## config.mk

```make
export PLATFORM = sky130hd
export DESIGN_NAME = wb_protocol_monitor
export DESIGN_NICKNAME = d
export VERILOG_FILES = /design/src/rtl/wb_protocol_monitor.sv
export SDC_FILE = /design/constraint.sdc
export NUM_CORES = 1
export LEC_CHECK = 0
export ABC_AREA = 1
export BUFFER_PORTS_ARGS = -buffer_cell sky130_fd_sc_hd__buf_2
export CAP_MARGIN = 40
export CORE_MARGIN = 8
export CORE_UTILIZATION = 46
export CTS_CLUSTER_DIAMETER = 200
export DETAILED_ROUTE_END_ITERATION = 8
export PLACE_DENSITY = 0.8
export RECOVER_POWER = 100
export SETUP_SLACK_MARGIN = 0.4
export SLEW_MARGIN = 10
export SYNTH_ARGS = -nofsm -noshare
export SYNTH_HDL_FRONTEND = slang
export SYNTH_SLANG_ARGS = --single-unit
```

## constraint.sdc

```tcl
create_clock -name clk_i -period 6.7 [get_ports clk_i]
set_input_delay 1.005 -clock clk_i [delete_from_list [all_inputs] [get_ports clk_i]]
set_output_delay 1.005 -clock clk_i [all_outputs]
set_load 0.005 [all_outputs]
```

## src/rtl/wb_protocol_monitor.sv

```systemverilog
// wb_protocol_monitor: passive Wishbone pipelined-bus checker with sticky violation flags and traffic counters
module wb_protocol_monitor #(
  parameter int ADDR_WIDTH = 16,
  parameter int DATA_WIDTH = 32,
  parameter int GRANULE = 8,
  parameter int MAX_OUTSTANDING = 4,
  parameter int TIMEOUT_CYCLES = 16,
  parameter int CNT_WIDTH = 16,
  parameter logic [6:0] CHECK_EN = 7'h7F,
  localparam int SEL_WIDTH = DATA_WIDTH / GRANULE,
  localparam int OW = $clog2(MAX_OUTSTANDING + 1)
) (
  input  logic                  clk_i,
  input  logic                  rst_i,
  input  logic                  cyc_i,
  input  logic                  stb_i,
  input  logic                  we_i,
  input  logic [ADDR_WIDTH-1:0] adr_i,
  input  logic [DATA_WIDTH-1:0] dat_i,
  input  logic [SEL_WIDTH-1:0]  sel_i,
  input  logic                  ack_o,
  input  logic                  err_o,
  input  logic                  stall_o,
  input  logic                  clear_i,
  output logic [6:0]            viol_o,
  output logic                  viol_pulse_o,
  output logic [2:0]            first_viol_o,
  output logic [OW-1:0]         outstanding_o,
  output logic [CNT_WIDTH-1:0]  xfer_cnt_o,
  output logic [CNT_WIDTH-1:0]  err_cnt_o,
  output logic [CNT_WIDTH-1:0]  stall_cnt_o
);
  localparam int TW = $clog2(TIMEOUT_CYCLES + 1);
  localparam logic [OW-1:0] MAX = OW'(MAX_OUTSTANDING);
  typedef enum logic [1:0] {IDLE, ACTIVE, WAIT} state_t;
  state_t state, state_nx;
  logic [OW-1:0] cnt_nx;
  logic [TW-1:0] tmr;
  logic acc, rsp, stalled, stalled_q, we_q;
  logic [ADDR_WIDTH-1:0] adr_q;
  logic [DATA_WIDTH-1:0] dat_q;
  logic [SEL_WIDTH-1:0] sel_q;
  logic [6:0] raw, v;
  logic [2:0] idx;
  assign acc = cyc_i & stb_i & ~stall_o;
  assign rsp = ack_o | err_o;
  assign stalled = cyc_i & stb_i & stall_o;
  always_comb begin
    cnt_nx = !cyc_i ? '0
           : (acc && !rsp && outstanding_o != MAX) ? outstanding_o + 1'b1
           : (rsp && !acc && outstanding_o != '0) ? outstanding_o - 1'b1
           : outstanding_o;
    state_nx = !cyc_i ? IDLE : cnt_nx != '0 ? WAIT : ACTIVE;
    raw[0] = ack_o & err_o;
    raw[1] = rsp & (outstanding_o == '0 | ~cyc_i);
    raw[2] = state == WAIT && !rsp && tmr == TW'(TIMEOUT_CYCLES - 1);
    raw[3] = stb_i & ~cyc_i;
    raw[4] = ~cyc_i & (outstanding_o != '0);
    raw[5] = stalled & stalled_q & ({adr_i, we_i, dat_i, sel_i} != {adr_q, we_q, dat_q, sel_q});
    raw[6] = acc & (outstanding_o == MAX);
    v = raw & CHECK_EN;
    idx = '0;
    for (int i = 6; i >= 0; i--) if (v[i]) idx = 3'(i);
  end
  always_ff @(posedge clk_i) begin
    if (rst_i) begin
      state <= IDLE;
      outstanding_o <= '0;
      tmr <= '0;
      viol_o <= '0;
      viol_pulse_o <= 1'b0;
      first_viol_o <= '0;
      xfer_cnt_o <= '0;
      err_cnt_o <= '0;
      stall_cnt_o <= '0;
      stalled_q <= 1'b0;
      adr_q <= '0;
      we_q <= 1'b0;
      dat_q <= '0;
      sel_q <= '0;
    end else begin
      state <= state_nx;
      outstanding_o <= cnt_nx;
      // timer saturates at the deadline so the timeout is flagged only once per wait
      tmr <= (state != WAIT || state_nx != WAIT || rsp) ? '0
           : tmr == TW'(TIMEOUT_CYCLES) ? tmr : tmr + 1'b1;
      viol_o <= (clear_i ? '0 : viol_o) | v;
      viol_pulse_o <= |v;
      if (clear_i || viol_o == '0) first_viol_o <= idx;
      xfer_cnt_o <= clear_i ? '0 : xfer_cnt_o + CNT_WIDTH'(ack_o && ~&xfer_cnt_o);
      err_cnt_o <= clear_i ? '0 : err_cnt_o + CNT_WIDTH'(err_o && ~&err_cnt_o);
      stall_cnt_o <= clear_i ? '0 : stall_cnt_o + CNT_WIDTH'(stalled && ~&stall_cnt_o);
      stalled_q <= stalled;
      if (stalled) begin
        adr_q <= adr_i;
        we_q <= we_i;
        dat_q <= dat_i;
        sel_q <= sel_i;
      end
    end
  end
endmodule

```

* Word level (Yosys, flattened, before mapping)
Cells that the tools add are included.
Word-level totals: word-level logic and storage cells 83, register bits after elaboration 123
Cells by class: bitwise operators 15, multiplexer cells 13, equal/unequal tests 8, reductions and logical operators 27, add/sub/neg operators 6
Operators by type and width (number):
- inequality test 53 bit | 1
- adder 16 x 1 -> 16 bit | 3
- AND reduction 16 bit | 3
- 2-to-1 mux 3 bit | 10
- AND 1 bit | 10
- logical AND 1 bit | 9
- zero test 7 bit | 1
- 2-to-1 mux 7 bit | 1
- OR 7 bit | 1
- OR reduction 7 bit | 1
- nonzero test 3 bit | 2
- adder 5 x 1 -> 5 bit (second input constant) | 1
- equality test 5 x 4 -> 1 bit (second input constant) | 1
- equality test 5 bit (second input constant) | 1
- zero test 1 bit | 5
- 2-to-1 mux 2 bit | 2
- inequality test 2 bit (second input constant) | 2
- OR reduction 2 bit | 2
- adder 3 x 1 -> 3 bit (second input constant) | 1
- equality test 3 bit (second input constant) | 1
- zero test 3 bit | 1
- logical OR 1 bit | 3
- inequality test 3 bit (second input constant) | 1
- subtractor 3 x 1 -> 3 bit (second input constant) | 1
- other kinds (3) | 5

* Depth between registers and ports, before layout
word-level depth 15, depth in mapped cells 15, depth with buffers taken out 15

* Worst setup path after synthesis
Ideal clock, no wire load.
kind in2reg, from input port cyc_i, to register stall_cnt_o[14], cell stages on the path 13, data arrival time 2.856 ns, path slack 3.730 ns, setup time 0.115 ns, cells stage by stage nand3_1 clkbuf_1 a41oi_1 ha_1 ha_1 nand3_1 nor2_1 inv_2 nor3_2 nand3_1 nor2_1 a21oi_1 o21a_1
Between the ends: cells in the longest elaborated chain, start to end 4
Ends and longest elaborated chain:
- start, declared | line 15 | input logic cyc_i,
- AND 1 bit (2 in series) | line 47 | assign stalled = cyc_i & stb_i & stall_o;
- logical AND 1 bit | line 92 | stall_cnt_o <= clear_i ? '0 : stall_cnt_o + CNT_WIDTH'(stalled && ~&stall_cnt_o);
- adder 16 x 1 -> 16 bit | line 92
- end signal, assigned | line 92
- end, declared | line 31 | output logic [CNT_WIDTH-1:0] stall_cnt_o
No other way between the ends. A chain may end at the register's enable or synchronous reset.

* Final worst setup path
from input port rst_i, to register tmr[0]
Between the ends: cells in the longest elaborated chain, start to end 1
Ends and longest elaborated chain:
- start, declared | line 14 | input logic rst_i,
- OR reduction 2 bit (no line)
- end signal, assigned | line 85 | tmr <= (state != WAIT || state_nx != WAIT || rsp) ? '0
- end, declared | line 38 | logic [TW-1:0] tmr;
No other way between the ends.

==> flow_summary.ini <==
[routing]
drt_iter0_markers = 325
antenna_left = 0
finalWirelength_um = 14100
drt_first_pass_iters = 5
wl_per_cell_um = 12.0
vias_per_cell = 4.75
vias = 5565
drc = 0

[clock_network]
cts_buffers = 17
clockBufferDepth = 2
root_buffer = clkbuf_16
htree_num_levels = 4
cts_tree = yes
clock_latency_ns = 0.41
clock-sinks = 123
holdBufCountCts = 0
clk_pin_slew_worst_paths_ns = 0.05
cts_resized = 0
cts_setup_buffers = 0

[logic_synthesis]
ys_seq_area_share_pct = 41.2
netlist_area_um2 = 5980
async_flop_share_pct = 0
synth_edf_count = 0
ys.flop_type = dfxtp_1
synth_area_per_cell_um2 = 6.90
yosysUniqueCellTypes = 37
yosys_register_bits = 123
yosysWarnings = 0
syn_inst = 866
synth_nets = 939

[finish]
final_nets = 1061
syn2layout_area_growth_pct = 21.0
layout_commonest_cell = nand2_1
utilization_pct = 57.1
layout_common_cells = nand2_1, inv_1, dfxtp_1, buf_2, a21oi_1
drive_gt1_share_pct = 14.2
antenna_cells = 0

[setup_path]
worst_setup_path_end_kind = flip-flop
worstReg2RegStart = err_cnt_o[10]
rrSetupSlack_ns = 4.02
reg2reg_depth = 14
required_ns = 7.04
critPathArrivalTime_ns = 3.74
worst-path-max-fanout = 57
startpoint_type = input port
crit-reg2reg-capture = err_cnt_o[12]
critical_path_class = in2reg

[global_route]
grt_usage_pct = 16.9
grt_pass1_wl_um = 23000
antenna_found_initial = 1
grt_max_degree = 107
grt_pass1_vias = 5082
grt_overflow = 0

[power_and_ir_drop]
p_comb_share_pct = 8.0
p_leak_nw = 3.14
seqPwrFrac_pct = 42.1
clkPwrFrac_pct = 49.9
max-vdd-ir-drop_v = 0.000197
sw_frac_of_total_pct = 22.6
p_per_area_nw_per_um2 = 253
p_switching_w = 0.000413
p_int_w = 0.00141

[floorplan]
io_pins = 123
die-area_um2 = 16900
core_area_um2 = 12700
fp-row-count = 41
start_util_pct = 47.2
die_w_um = 130
die_h_um = 130

[placed_design]
place_congestion = 0.831
portBuffers = 122
hpwl_um = 10100

[status]
status = finished with violations
violations = capacitance limit, slew limit

[hold_path]
min_from = dat_q[30]
hold_class = reg2reg
whs_path_depth = 2
hold_end = dat_q[30]

[sta]
slew_headroom_pct = -36.0
post-route-min-period_ns = 3.40
period_share_pct = 50.8
final_hold_viol_count = 0
tns_ns = 0
final_max_slew_viol_count = 58
max_freq_mhz = 294
worst_pin_slew_ns = 2.04
finalSetupViolations = 0
finClkSkew_ns = 0.00733
rsz0062_at_grt = false

[run]
drv_cap = 1
## cell usage after synthesis, types with 5 or more instances
master | count | area share, %
nand3_2 | 6 | 1.0
nand3_1 | 19 | 1.6
a31oi_1 | 6 | 0.63
inv_1 | 147 | 9.2
nor2_1 | 80 | 5.0
xnor2_1 | 15 | 2.2
dfxtp_1 | 123 | 41
xor2_1 | 6 | 0.88
ha_1 | 12 | 2.5
nor2_2 | 7 | 0.73
nand2_1 | 200 | 13
nor3_1 | 9 | 0.75
clkbuf_1 | 23 | 1.4
a21oi_1 | 86 | 7.2
nand4_1 | 5 | 0.52
o21ai_0 | 81 | 6.8
## stage by stage
| step | hold slack, ns | instances | total power (W) | cell area [um^2] | worst slack [ns] |
|---|---|---|---|---|---|
| 2_1_floorplan | 0.436 | 866 | 0.000878 | 5980 | 3.73 |
| 3_3_place_gp | 0.444 | 1140 | 0.000927 | 6750 | 3.27 |
| 3_5_place_dp | 0.450 | 1141 | 0.000933 | 6780 | 3.58 |
| 6_report | 0.457 | 1172 | 0.00183 | 7230 | 3.30 |
| 5_1_grt | 0.468 | 1172 | 0.00190 | 7230 | 2.91 |
| 4_1_cts | 0.458 | 1172 | 0.00184 | 7370 | 4.01 |
## registers in the layout (all words and copies together), names as in the netlist
register,flops
adr_q,16
dat_q,32
err_cnt_o,16
first_viol_o,3
outstanding_o,3
sel_q,4
stall_cnt_o,16
stalled_q,1
state,2
tmr,5
viol_o,7
viol_pulse_o,1
we_q,1
xfer_cnt_o,16
## critical path, stage by stage
cell      delay, ns
clkbuf_1       0.29
inv_1          0.14
clkbuf_1       1.46
nand3_1        0.65
nor2_2         0.19
## cell type report
class / count / area (um^2)
clock buffers: 23 / 468
fillers: 1226 / 5440
inverters: 154 / 581
clock inverters: 8 / 118
flip-flops and latches: 123 / 2460
well taps: 172 / 215
multi-input cells: 566 / 2780
repair buffers: 126 / 607
## cell families (layout without fill, tap and decap cells)
logic type	Yosys count	in the layout	synth area share, %
AND/OR/NAND/NOR	346	346	25.5
flip-flops	123	123	41.2
buffers and inverters	177	311	11.2
adder cells (fa/ha/maj)	12	12	2.51
AO/OA/AOI/OAI	187	187	16.5
XOR/XNOR	21	21	3.08
## per-layer routing
layer	wire length, um	vias up	track usage, %
li1	-	2969	-
met1	6550	2436	21.3
met5	12	-	0
met3	1040	21	5.10
met4	169	2	6.63
met2	6320	137	26.6
## power groups by stage
stage	Clock (W)	Combinational [W]	Sequential (W)
2_1_floorplan	0	0.0000962	0.000781
3_3_place_gp	0	0.000144	0.000783
3_5_place_dp	0	0.000149	0.000784
4_1_cts	0.000924	0.000151	0.000769
5_1_grt	0.000958	0.000171	0.000771
6_report	0.000911	0.000147	0.000769
## worst max path at each step
stage / slack [ns] / to / startpoint / depth (start not counted)
6_report: 3.30 / tmr[0] / rst_i / 5
5_1_grt: 2.91 / tmr[1] / rst_i / 5
4_1_cts: 4.01 / stall_cnt_o[14] / cyc_i / 14
3_5_place_dp: 3.58 / stall_cnt_o[14] / cyc_i / 14
3_3_place_gp: 3.27 / stall_cnt_o[14] / cyc_i / 14
2_1_floorplan: 3.73 / stall_cnt_o[14] / cyc_i / 13
No activity file was read; power rests on OpenSTA's default activity.
